[config.mk]
export PLATFORM = sky130hd
export DESIGN_NAME = video_timing_gen
export DESIGN_NICKNAME = d
export VERILOG_FILES = /design/src/rtl/vid_timing_pkg.sv /design/src/rtl/vid_axis_seq.sv /design/src/rtl/video_timing_gen.sv
export SDC_FILE = /design/constraint.sdc
export NUM_CORES = 1
export LEC_CHECK = 0
export CAP_MARGIN = 20
export CORE_UTILIZATION = 27
export DETAILED_ROUTE_END_ITERATION = 8
export PLACE_DENSITY = 0.52
export SLEW_MARGIN = 20
export SYNTH_ARGS = -nofsm -noshare
export SYNTH_HDL_FRONTEND = slang
export SYNTH_HIERARCHICAL = 1
export SYNTH_SLANG_ARGS = --single-unit
[constraint.sdc]
create_clock -name s_axi_aclk -period 9.7 [get_ports s_axi_aclk]
set_clock_uncertainty 0.2 [all_clocks]
set_input_delay 1.94 -clock s_axi_aclk [delete_from_list [all_inputs] [get_ports s_axi_aclk]]
set_output_delay 1.94 -clock s_axi_aclk [all_outputs]
set_load 0.005 [all_outputs]
[src/rtl/vid_timing_pkg.sv]
// Shared types for the raster timing generator.
//   seg_state_t : segment state of one raster axis (active, front porch, sync, back porch)
//   seg_cfg_t   : one axis' segment lengths, each encoded N-1
//   next_seg()  : fixed segment order ACT -> FP -> SYNC -> BP -> ACT
package vid_timing_pkg;

  localparam int unsigned CNT_W_DEF  = 12;
  localparam int unsigned FCNT_W_DEF = 16;

  typedef enum logic [1:0] {
    SEG_ACT  = 2'd0,
    SEG_FP   = 2'd1,
    SEG_SYNC = 2'd2,
    SEG_BP   = 2'd3
  } seg_state_t;

  typedef struct packed {
    logic [CNT_W_DEF-1:0] act;
    logic [CNT_W_DEF-1:0] fp;
    logic [CNT_W_DEF-1:0] sync;
    logic [CNT_W_DEF-1:0] bp;
  } seg_cfg_t;

  function automatic seg_state_t next_seg(input seg_state_t s);
    unique case (s)
      SEG_ACT:  next_seg = SEG_FP;
      SEG_FP:   next_seg = SEG_SYNC;
      SEG_SYNC: next_seg = SEG_BP;
      default:  next_seg = SEG_ACT;
    endcase
  endfunction

endpackage

[src/rtl/vid_axis_seq.sv]
// One raster axis: four-segment FSM plus position counter inside the segment.
// Ports:
//   clk, rst_n      clock, asynchronous active-low reset
//   clr             synchronous return to ACT/0 (generator disabled)
//   step            advance one unit (pixel for H, line for V)
//   len_act..len_bp segment lengths, encoded N-1
//   state, pos      current segment and position inside it
//   wrap            combinational: this step leaves the last unit of BP
module vid_axis_seq
  import vid_timing_pkg::*;
#(
  parameter int unsigned CNT_W = CNT_W_DEF
) (
  input  logic             clk,
  input  logic             rst_n,
  input  logic             clr,
  input  logic             step,
  input  logic [CNT_W-1:0] len_act,
  input  logic [CNT_W-1:0] len_fp,
  input  logic [CNT_W-1:0] len_sync,
  input  logic [CNT_W-1:0] len_bp,
  output seg_state_t       state,
  output logic [CNT_W-1:0] pos,
  output logic             wrap
);

  logic [CNT_W-1:0] seg_len;

  always_comb begin
    seg_len = len_act;
    unique case (state)
      SEG_ACT:  seg_len = len_act;
      SEG_FP:   seg_len = len_fp;
      SEG_SYNC: seg_len = len_sync;
      default:  seg_len = len_bp;
    endcase
  end

  always_comb wrap = step && (state == SEG_BP) && (pos == len_bp);

  always_ff @(posedge clk or negedge rst_n) begin
    if (!rst_n) begin
      state <= SEG_ACT;
      pos   <= '0;
    end else if (clr) begin
      state <= SEG_ACT;
      pos   <= '0;
    end else if (step) begin
      if (pos == seg_len) begin
        pos   <= '0;
        state <= next_seg(state);
      end else begin
        pos <= pos + 1'b1;
      end
    end
  end

endmodule

[src/rtl/video_timing_gen.sv]
// Raster timing generator. Live config is copied into shadow registers only at
// a frame boundary (or immediately while disabled), so a frame never tears.
// Ports:
//   s_axi_aclk, s_axi_aresetn   clock, asynchronous active-low reset
//   pix_ce                      pixel clock enable
//   cfg_enable                  run generator (live)
//   cfg_h_*/cfg_v_*             segment lengths, encoded N-1 (shadowed)
//   cfg_hpol, cfg_vpol          sync polarity, 1 = active-high (shadowed)
//   cfg_commit                  request shadow update
//   hsync, vsync, de            registered raster outputs
//   pix_x, pix_y                active-area coordinates, 0 outside
//   frame_start, line_start     one-cycle pulses with pixel (0,0) / first pixel of line
//   commit_pending              commit requested, not yet loaded
//   frame_cnt                   completed frames, wraps
module video_timing_gen
  import vid_timing_pkg::*;
#(
  parameter int unsigned CNT_W  = CNT_W_DEF,
  parameter int unsigned FCNT_W = FCNT_W_DEF
) (
  input  logic              s_axi_aclk,
  input  logic              s_axi_aresetn,
  input  logic              pix_ce,
  input  logic              cfg_enable,
  input  logic [CNT_W-1:0]  cfg_h_act,
  input  logic [CNT_W-1:0]  cfg_h_fp,
  input  logic [CNT_W-1:0]  cfg_h_sync,
  input  logic [CNT_W-1:0]  cfg_h_bp,
  input  logic [CNT_W-1:0]  cfg_v_act,
  input  logic [CNT_W-1:0]  cfg_v_fp,
  input  logic [CNT_W-1:0]  cfg_v_sync,
  input  logic [CNT_W-1:0]  cfg_v_bp,
  input  logic              cfg_hpol,
  input  logic              cfg_vpol,
  input  logic              cfg_commit,
  output logic              hsync,
  output logic              vsync,
  output logic              de,
  output logic [CNT_W-1:0]  pix_x,
  output logic [CNT_W-1:0]  pix_y,
  output logic              frame_start,
  output logic              line_start,
  output logic              commit_pending,
  output logic [FCNT_W-1:0] frame_cnt
);

  logic [CNT_W-1:0] sh_h_act, sh_h_fp, sh_h_sync, sh_h_bp;
  logic [CNT_W-1:0] sh_v_act, sh_v_fp, sh_v_sync, sh_v_bp;
  logic             sh_hpol, sh_vpol;

  seg_state_t       h_state, v_state;
  logic [CNT_W-1:0] h_pos, v_pos;
  logic             h_wrap, v_wrap;
  logic             h_step, seq_clr;
  logic             frame_end, shadow_load, in_act;

  always_comb begin
    h_step  = pix_ce && cfg_enable;
    seq_clr = !cfg_enable;
  end

  vid_axis_seq #(.CNT_W(CNT_W)) u_h_seq (
    .clk      (s_axi_aclk),
    .rst_n    (s_axi_aresetn),
    .clr      (seq_clr),
    .step     (h_step),
    .len_act  (sh_h_act),
    .len_fp   (sh_h_fp),
    .len_sync (sh_h_sync),
    .len_bp   (sh_h_bp),
    .state    (h_state),
    .pos      (h_pos),
    .wrap     (h_wrap)
  );

  // The vertical axis steps once per line, on the last pixel of H back porch.
  vid_axis_seq #(.CNT_W(CNT_W)) u_v_seq (
    .clk      (s_axi_aclk),
    .rst_n    (s_axi_aresetn),
    .clr      (seq_clr),
    .step     (h_wrap),
    .len_act  (sh_v_act),
    .len_fp   (sh_v_fp),
    .len_sync (sh_v_sync),
    .len_bp   (sh_v_bp),
    .state    (v_state),
    .pos      (v_pos),
    .wrap     (v_wrap)
  );

  always_comb begin
    frame_end = h_wrap && v_wrap;
    // A commit arriving in the frame-end cycle loads directly and never shows as pending.
    shadow_load = (commit_pending || cfg_commit) && (frame_end || !cfg_enable);
    in_act = (h_state == SEG_ACT) && (v_state == SEG_ACT);
  end

  always_ff @(posedge s_axi_aclk or negedge s_axi_aresetn) begin
    if (!s_axi_aresetn) begin
      sh_h_act       <= '0;
      sh_h_fp        <= '0;
      sh_h_sync      <= '0;
      sh_h_bp        <= '0;
      sh_v_act       <= '0;
      sh_v_fp        <= '0;
      sh_v_sync      <= '0;
      sh_v_bp        <= '0;
      sh_hpol        <= 1'b0;
      sh_vpol        <= 1'b0;
      commit_pending <= 1'b0;
    end else begin
      if (shadow_load) begin
        sh_h_act  <= cfg_h_act;
        sh_h_fp   <= cfg_h_fp;
        sh_h_sync <= cfg_h_sync;
        sh_h_bp   <= cfg_h_bp;
        sh_v_act  <= cfg_v_act;
        sh_v_fp   <= cfg_v_fp;
        sh_v_sync <= cfg_v_sync;
        sh_v_bp   <= cfg_v_bp;
        sh_hpol   <= cfg_hpol;
        sh_vpol   <= cfg_vpol;
        commit_pending <= 1'b0;
      end else if (cfg_commit) begin
        commit_pending <= 1'b1;
      end
    end
  end

  // Outputs describe the pixel the FSMs hold at the pix_ce that is being consumed.
  always_ff @(posedge s_axi_aclk or negedge s_axi_aresetn) begin
    if (!s_axi_aresetn) begin
      hsync       <= 1'b0;
      vsync       <= 1'b0;
      de          <= 1'b0;
      pix_x       <= '0;
      pix_y       <= '0;
      frame_start <= 1'b0;
      line_start  <= 1'b0;
      frame_cnt   <= '0;
    end else if (!cfg_enable) begin
      hsync       <= ~sh_hpol;
      vsync       <= ~sh_vpol;
      de          <= 1'b0;
      pix_x       <= '0;
      pix_y       <= '0;
      frame_start <= 1'b0;
      line_start  <= 1'b0;
    end else if (pix_ce) begin
      hsync       <= (h_state == SEG_SYNC) ^ ~sh_hpol;
      vsync       <= (v_state == SEG_SYNC) ^ ~sh_vpol;
      de          <= in_act;
      pix_x       <= in_act ? h_pos : '0;
      pix_y       <= in_act ? v_pos : '0;
      frame_start <= in_act && (h_pos == '0) && (v_pos == '0);
      line_start  <= (h_state == SEG_ACT) && (h_pos == '0);
      if (frame_end) frame_cnt <= frame_cnt + 1'b1;
    end else begin
      frame_start <= 1'b0;
      line_start  <= 1'b0;
    end
  end

endmodule

# Yosys cells after proc, flatten, opt, wreduce, memory -nomap -nowiden

Index checks and enable logic that the tools add are counted.

Equal/unequal tests: 15
Reductions and logical operators: 22
Add/sub/neg operators: 3
Muxes and demuxes: 34
Bitwise gates (word level): 4

Operators with widths:

| kind                                           | number |
|---|---|
| two-way mux 12 bit                             | 12 |
| one-hot mux 12 bit (3 select lines)            | 2 |
| == test 12 bit                                 | 4 |
| adder 12 x 1 -> 12 bit (second input constant) | 2 |
| zero test 12 bit                               | 2 |
| adder 16 x 1 -> 16 bit (second input constant) | 1 |
| two-way mux 1 bit                              | 12 |
| two-way mux 2 bit                              | 6 |
| one-hot mux 2 bit (3 select lines)             | 2 |
| logical AND 1 bit                              | 11 |
| == test 2 bit (second input constant)          | 4 |
| != test 2 x 1 -> 1 bit (second input constant) | 4 |
| == test 2 x 1 -> 1 bit (second input constant) | 2 |
| zero test 2 bit                                | 2 |
| AND reduction 2 bit                            | 2 |
| AND reduction 3 bit                            | 1 |
| logical OR 1 bit                               | 2 |
| != test 2 bit (second input constant)          | 1 |
| NOT 1 bit                                      | 2 |
| nonzero test 2 bit                             | 1 |
| bitwise XOR 1 bit                              | 2 |
| zero test 1 bit                                | 1 |

Bits of input ports: 103
Output and inout bits: 46
Word-level logic and storage cells: 101
Register bits: 172

# Depth between registers and ports, before layout

Depth after elaboration: 9
Mapped depth: 14
Gate-level depth less buffers: 10

# Cells and area by module

Netlist, hierarchy kept.

Modules (own cells, without submodules):

| module           | cells each | instances | area each (µm²) | seq. area each (µm²) |
|---|---|---|---|---|
| video_timing_gen | 361        | 1         | 5535.3          | 3603.5 |
| vid_axis_seq     | 155        | 2         | 1385.1          | 350.3 |

# Worst setup path after synthesis

OpenSTA, ideal clock, no wires.

Path kind: in2reg
From: in cfg_enable
To: reg sh_v_act[0]
Setup time: 125 ps
Arrival: 4952 ps
Path slack: 4423 ps
Stages: 14
Required time: 9375 ps
Cell sequence: buf_4 nand2_2 inv_1 clkbuf_1 nand3_1 nor4_1 clkbuf_1 nand3_1 nor4_1 nand2_1 a21oi_2 buf_4 buf_6 mux2_2

Word-level cells in the longest chain between the ends: 8
Elaborated cells on any way between the ends: 9

RTL lines:

| what                            | line                    | source |
|---|---|---|
| from (decl)                     | video_timing_gen.sv:24  | `input logic cfg_enable,` |
| logical AND 1 bit               | video_timing_gen.sv:58  | `h_step = pix_ce && cfg_enable;` |
| named net h_step                | video_timing_gen.sv:54  | `logic h_step, seq_clr;` |
| logical AND 1 bit (2 in series) | vid_axis_seq.sv:39      | `always_comb wrap = step && (state == SEG_BP) && (pos == len_bp);` |
| named net h_wrap                | video_timing_gen.sv:53  | `logic h_wrap, v_wrap;` |
| logical AND 1 bit (2 in series) | vid_axis_seq.sv:39      |  |
| named net v_wrap                | video_timing_gen.sv:53  |  |
| logical AND 1 bit               | video_timing_gen.sv:92  | `frame_end = h_wrap && v_wrap;` |
| logical OR 1 bit                | video_timing_gen.sv:94  | `shadow_load = (commit_pending \|\| cfg_commit) && (frame_end \|\| !cfg_enable);` |
| logical AND 1 bit               | video_timing_gen.sv:94  |  |
| to (signal assigned)            | video_timing_gen.sv:117 | `sh_v_act <= cfg_v_act;` |
| to (decl)                       | video_timing_gen.sv:48  | `logic [CNT_W-1:0] sh_v_act, sh_v_fp, sh_v_sync, sh_v_bp;` |

The timed path passes the listed nets, and every way through them passes these cells.
A chain may end at the register's enable or synchronous reset.

# Final worst setup path

From: in cfg_enable
To: reg sh_h_act[9]

Word-level cells in the longest chain between the ends: 8
Elaborated cells on any way between the ends: 9

RTL lines:

| what                            | line                    | source |
|---|---|---|
| logical AND 1 bit               | video_timing_gen.sv:58  |  |
| named net h_step                | video_timing_gen.sv:54  |  |
| logical AND 1 bit (2 in series) | vid_axis_seq.sv:39      |  |
| named net h_wrap                | video_timing_gen.sv:53  |  |
| logical AND 1 bit (2 in series) | vid_axis_seq.sv:39      |  |
| named net v_wrap                | video_timing_gen.sv:53  |  |
| logical AND 1 bit               | video_timing_gen.sv:92  |  |
| logical OR 1 bit                | video_timing_gen.sv:94  |  |
| logical AND 1 bit               | video_timing_gen.sv:94  |  |
| to (signal assigned)            | video_timing_gen.sv:113 | `sh_h_act <= cfg_h_act;` |
| to (decl)                       | video_timing_gen.sv:47  | `logic [CNT_W-1:0] sh_h_act, sh_h_fp, sh_h_sync, sh_h_bp;` |

The timed path passes the listed nets, and every way through them passes these cells.

==> implementation parameters <==
Parameter                              Value

Critical path
  Largest incremental delay on the critical path ... 0.78 ns
  Number of cells on the worst reg-to-reg path ... 9
  CP max stage cell ... sky130_fd_sc_hd__clkdlybuf4s50_1
  Capturing element type of the critical path ... register
  Cell family with the largest share of critical-path delay ... simple AND/OR/NAND/NOR gates
  Required time of the critical path ... 9.82 ns
  Most used cell, CP ... sky130_fd_sc_hd__nand3_1
  Data arrival time at the worst-slack endpoint ... around 6.4 ns
  CP Depth ... 11
  Cells along the critical path ... clkdlybuf4s50_1 -> nand2_2 -> inv_1 -> nand3_1 -> nor4_2 -> nand3_1 -> nor4_1 -> nand2_1 -> a21oi_4 -> buf_4 -> mux2_2
  Worst path bufs/invs ... 3
  Crit path max fanout ... 37
  CP Launch Type ... input pin
  Setup Crit Path Kind ... in -> reg

Pwr
  Power density over the cells ... 160.7 mW/mm^2
  Leakage component of the power ... 4.285 nW
  VDD IR max ... 0.0001091 V

Min path
  Min-Delay Path Class ... reg -> reg
  Cell depth of the worst min-delay path ... 1

Synth
  Sequential fraction of the synthesis area ... roughly half
  Leading cell types by total area after synthesis ... sky130_fd_sc_hd__dfrtp_1, sky130_fd_sc_hd__mux2_2, sky130_fd_sc_hd__xnor2_1
  Compound-Gate Fraction of Synth Area ... 7.186%
  Synth warnings ... 6
  Xor/xnor share of the synthesized area ... 8.542%
  Adder and majority cell fraction of the synthesized area ... 1.958%
  Syn Std Cell Area ... 0.008305 sq mm
  Share of flip-flops with an asynchronous set or reset ... 100.0%
  #FFs+latches synth ... 172
  Post-synth EDFFs ... 0
  Number of library cell types mapped by synthesis ... 39
  Post-synth net total ... 787
  Count of mapped cells out of synthesis ... 671
  Main combinational cell family by area after synthesis ... multiplexers
  Cell type contributing the most total cell area after synthesis ... sky130_fd_sc_hd__dfrtp_1
  Area share of and/or/nand/nor cells after synthesis ... 9.099%
  Top flip-flop cell by instance count after synthesis ... sky130_fd_sc_hd__dfrtp_1
  Multiplexer share of the synthesized area ... 16.93%
  Post-synthesis area per instance ... 12.38 sq um
  Area share of the largest cell type after synthesis ... a little over 50%

Timing
  Max-slew violation total from the final report ... 0
  Final Setup Violations ... 0
  Top achievable clock speed ... 0.1602 GHz
  Crit path time final ... 6.244 ns
  Worst Max-Slew Pin Slew ... 0.9633 ns
  Unrepaired setup endpoints after global routing ... no
  Worst slew margin relative to its limit ... around a third
  Fin. Hold Viols ... 0
  Portion of the clock cycle consumed by the worst path in the final layout ... 64.37%
  Final TNS setup ... 0 ns

Drt
  Wire per inst ... 17.33 microns
  Via density ... approximately 4.7
  Initial DRC count ... 329
  DRC violations left ... 0
  Post-route ant nets ... 0
  Total wire length after detailed routing ... 20980 microns
  1st-pass router iterations ... 6
  Total via count after detailed routing ... 5699

Floorplanning
  Initial cell density of the core ... 27.73%
  Chip Height ... 177.4 microns
  # rows ... 63
  Floorplan core area ... 0.02995 sq mm
  Number of top-level design ports ... 149
  Die Area ... 0.03147 sq mm
  Width of the die ... ~180 microns

CTS
  Setup bufs post-CTS ... 0
  Clock transition time at the flip-flop clock pins of the worst setup and hold paths ... 0.07 ns
  Post-cts resize count ... 0
  Clock tree from TritonCTS ... built
  Source-to-sink clock delay at the later pin of the worst-skew pair ... 0.43 ns
  Maximum number of buffers from clock root to sink ... 2
  Hold buffer count at CTS ... 0
  Clock sinks ... 172
  CTS H-tree depth ... 4
  Total clock buffers created by CTS ... 17
  Clock root buffer ... sky130_fd_sc_hd__clkbuf_16

Placement
  Number of buffers inserted by port buffering ... 148
  Placer Congestion ... approximately 0.79
  DP Wirelength ... 15330 microns
  Placed inst area ... approximately 0.01 sq mm

Global route
  Global Route Usage Sum ... around 14%
  Via count of the first global-routing pass ... 5681
  Total global routing overflow ... 0
  Maximum number of pins on one net before global-route repair ... 61
  Antenna violations before repair ... 0
  First-pass GRT wire length ... 33620 microns

Final layout
  Cell area after layout ... 0.01074 sq mm
  Highest-count cells in the layout ignoring fill and taps ... sky130_fd_sc_hd__dfrtp_1, sky130_fd_sc_hd__clkdlybuf4s50_1, sky130_fd_sc_hd__mux2_2
  Most common cell after layout, fill and taps aside ... sky130_fd_sc_hd__dfrtp_1
  Area growth from synthesis to final layout ... 29.30%
  Final net count ... 924
  Ratio of cells with drive above 1 in the final layout ... about 18%
  Number of inserted diodes ... 0

Outcome
  Outcome ... finished clean

Run
  Max Cap Viol ... 0
-- worst reg2reg max path, cell delays in order (launching register included) --
cell and delay, ns:
sky130_fd_sc_hd__dfrtp_1 0.56, sky130_fd_sc_hd__xnor2_1 0.16, sky130_fd_sc_hd__nand3_1 0.14, sky130_fd_sc_hd__nor4_2 0.87, sky130_fd_sc_hd__nand3_1 0.16, sky130_fd_sc_hd__nor4_1 0.53
sky130_fd_sc_hd__nand2_1 0.29, sky130_fd_sc_hd__a21oi_4 0.46, sky130_fd_sc_hd__buf_4 0.52, sky130_fd_sc_hd__mux2_2 0.42
-- report_power, final --
part	internal, mW	leakage (nW)	switching [mW]
Sequential	0.781	2.17	0.0437
Clock	0.343	0.281	0.325
Combinational	0.138	1.83	0.0946
Total	1.26	4.28	0.464
-- final timing paths --
path	startpoint	end	slack, ns
worst max-delay path	cfg_enable	sh_h_act[9]$_DFFE_PN0P_	3.46
worst min register to register	frame_cnt[15]$_DFFE_PN0P_	frame_cnt[15]$_DFFE_PN0P_	0.27
worst max register to register	u_h_seq/pos[0]$_DFFE_PN0P_	sh_h_act[9]$_DFFE_PN0P_	5.28
min in group asynchronous	s_axi_aresetn	pix_x[7]$_DFFE_PN0P_	1.27
worst min-delay path	frame_cnt[15]$_DFFE_PN0P_	frame_cnt[15]$_DFFE_PN0P_	0.27
max in group asynchronous	s_axi_aresetn	sh_v_bp[4]$_DFFE_PN0P_	6.82
-- Yosys cell counts, drive strengths merged (4+ instances only) --
library cell,number
dfrtp,172
o2111ai,4
mux2i,28
nand2,32
clkbuf,13
a22o,24
nand3,6
nor4,12
xnor2,67
a222oi,24
nand4,22
inv,37
o21ai,4
mux2,100
ha,13
nand2b,10
nor3,22
and3,5
xor2,14
buf,25
nor2,18
-- through the flow --
stage | std cells | worst slack, ns | hold WS (ns) | util [%] | power [mW]
after detailed placement | 1178 | 2.463 | 0.2692 | 33.82 | 1.076
final | 1211 | 3.456 | 0.2689 | 35.85 | 1.726
after CTS | 1210 | 2.927 | 0.2788 | 35.76 | 1.758
after floorplan | 671 | 4.423 | 0.2524 | - | 0.9670
after global routing | 1211 | 3.049 | 0.2969 | 35.85 | 1.811
after global placement | 1177 | 2.628 | 0.2629 | 33.73 | 1.070
-- cell families after synthesis --
family / count (synthesis)
XOR/XNOR: 81
multiplexers: 128
AO/OA/AOI/OAI: 68
adder cells (fa/ha/maj): 13
flip-flops: 172
AND/OR/NAND/NOR: 134
buffers and inverters: 75
-- state kept, by name, indices dropped and copies added, names as in the netlist, 2 cells and up --
signal,count
u_v_seq/pos,12
frame_cnt,16
pix_y,12
sh_h_bp,12
u_h_seq/pos,12
u_v_seq/state,2
sh_v_act,12
sh_v_fp,12
sh_h_fp,12
sh_h_act,12
pix_x,12
u_h_seq/state,2
sh_v_bp,12
sh_h_sync,12
sh_v_sync,12
-- metal layers --
metal / track usage (%) / vias to the layer above / part of all wire [%]
met5: 0 / - / 0
met4: 4.024 / 0 / 1.3
met3: 2.785 / 17 / 4.3
met2: 20.13 / 147 / 43
met1: 20.90 / 2848 / 51
li1: - / 2687 / -
-- final cells by class --
type | count | area [sq um]
Fill cell | 3042 | 19210
Sequential cell | 172 | 4304
Multi-Input combinational cell | 424 | 3645
Timing Repair Buffer | 156 | 1583
Tap cell | 390 | 488.0
Clock buffer | 17 | 425.4
Clock inverter | 15 | 155.1
Inverter | 37 | 138.9
(Power assumes the default switching activity.)
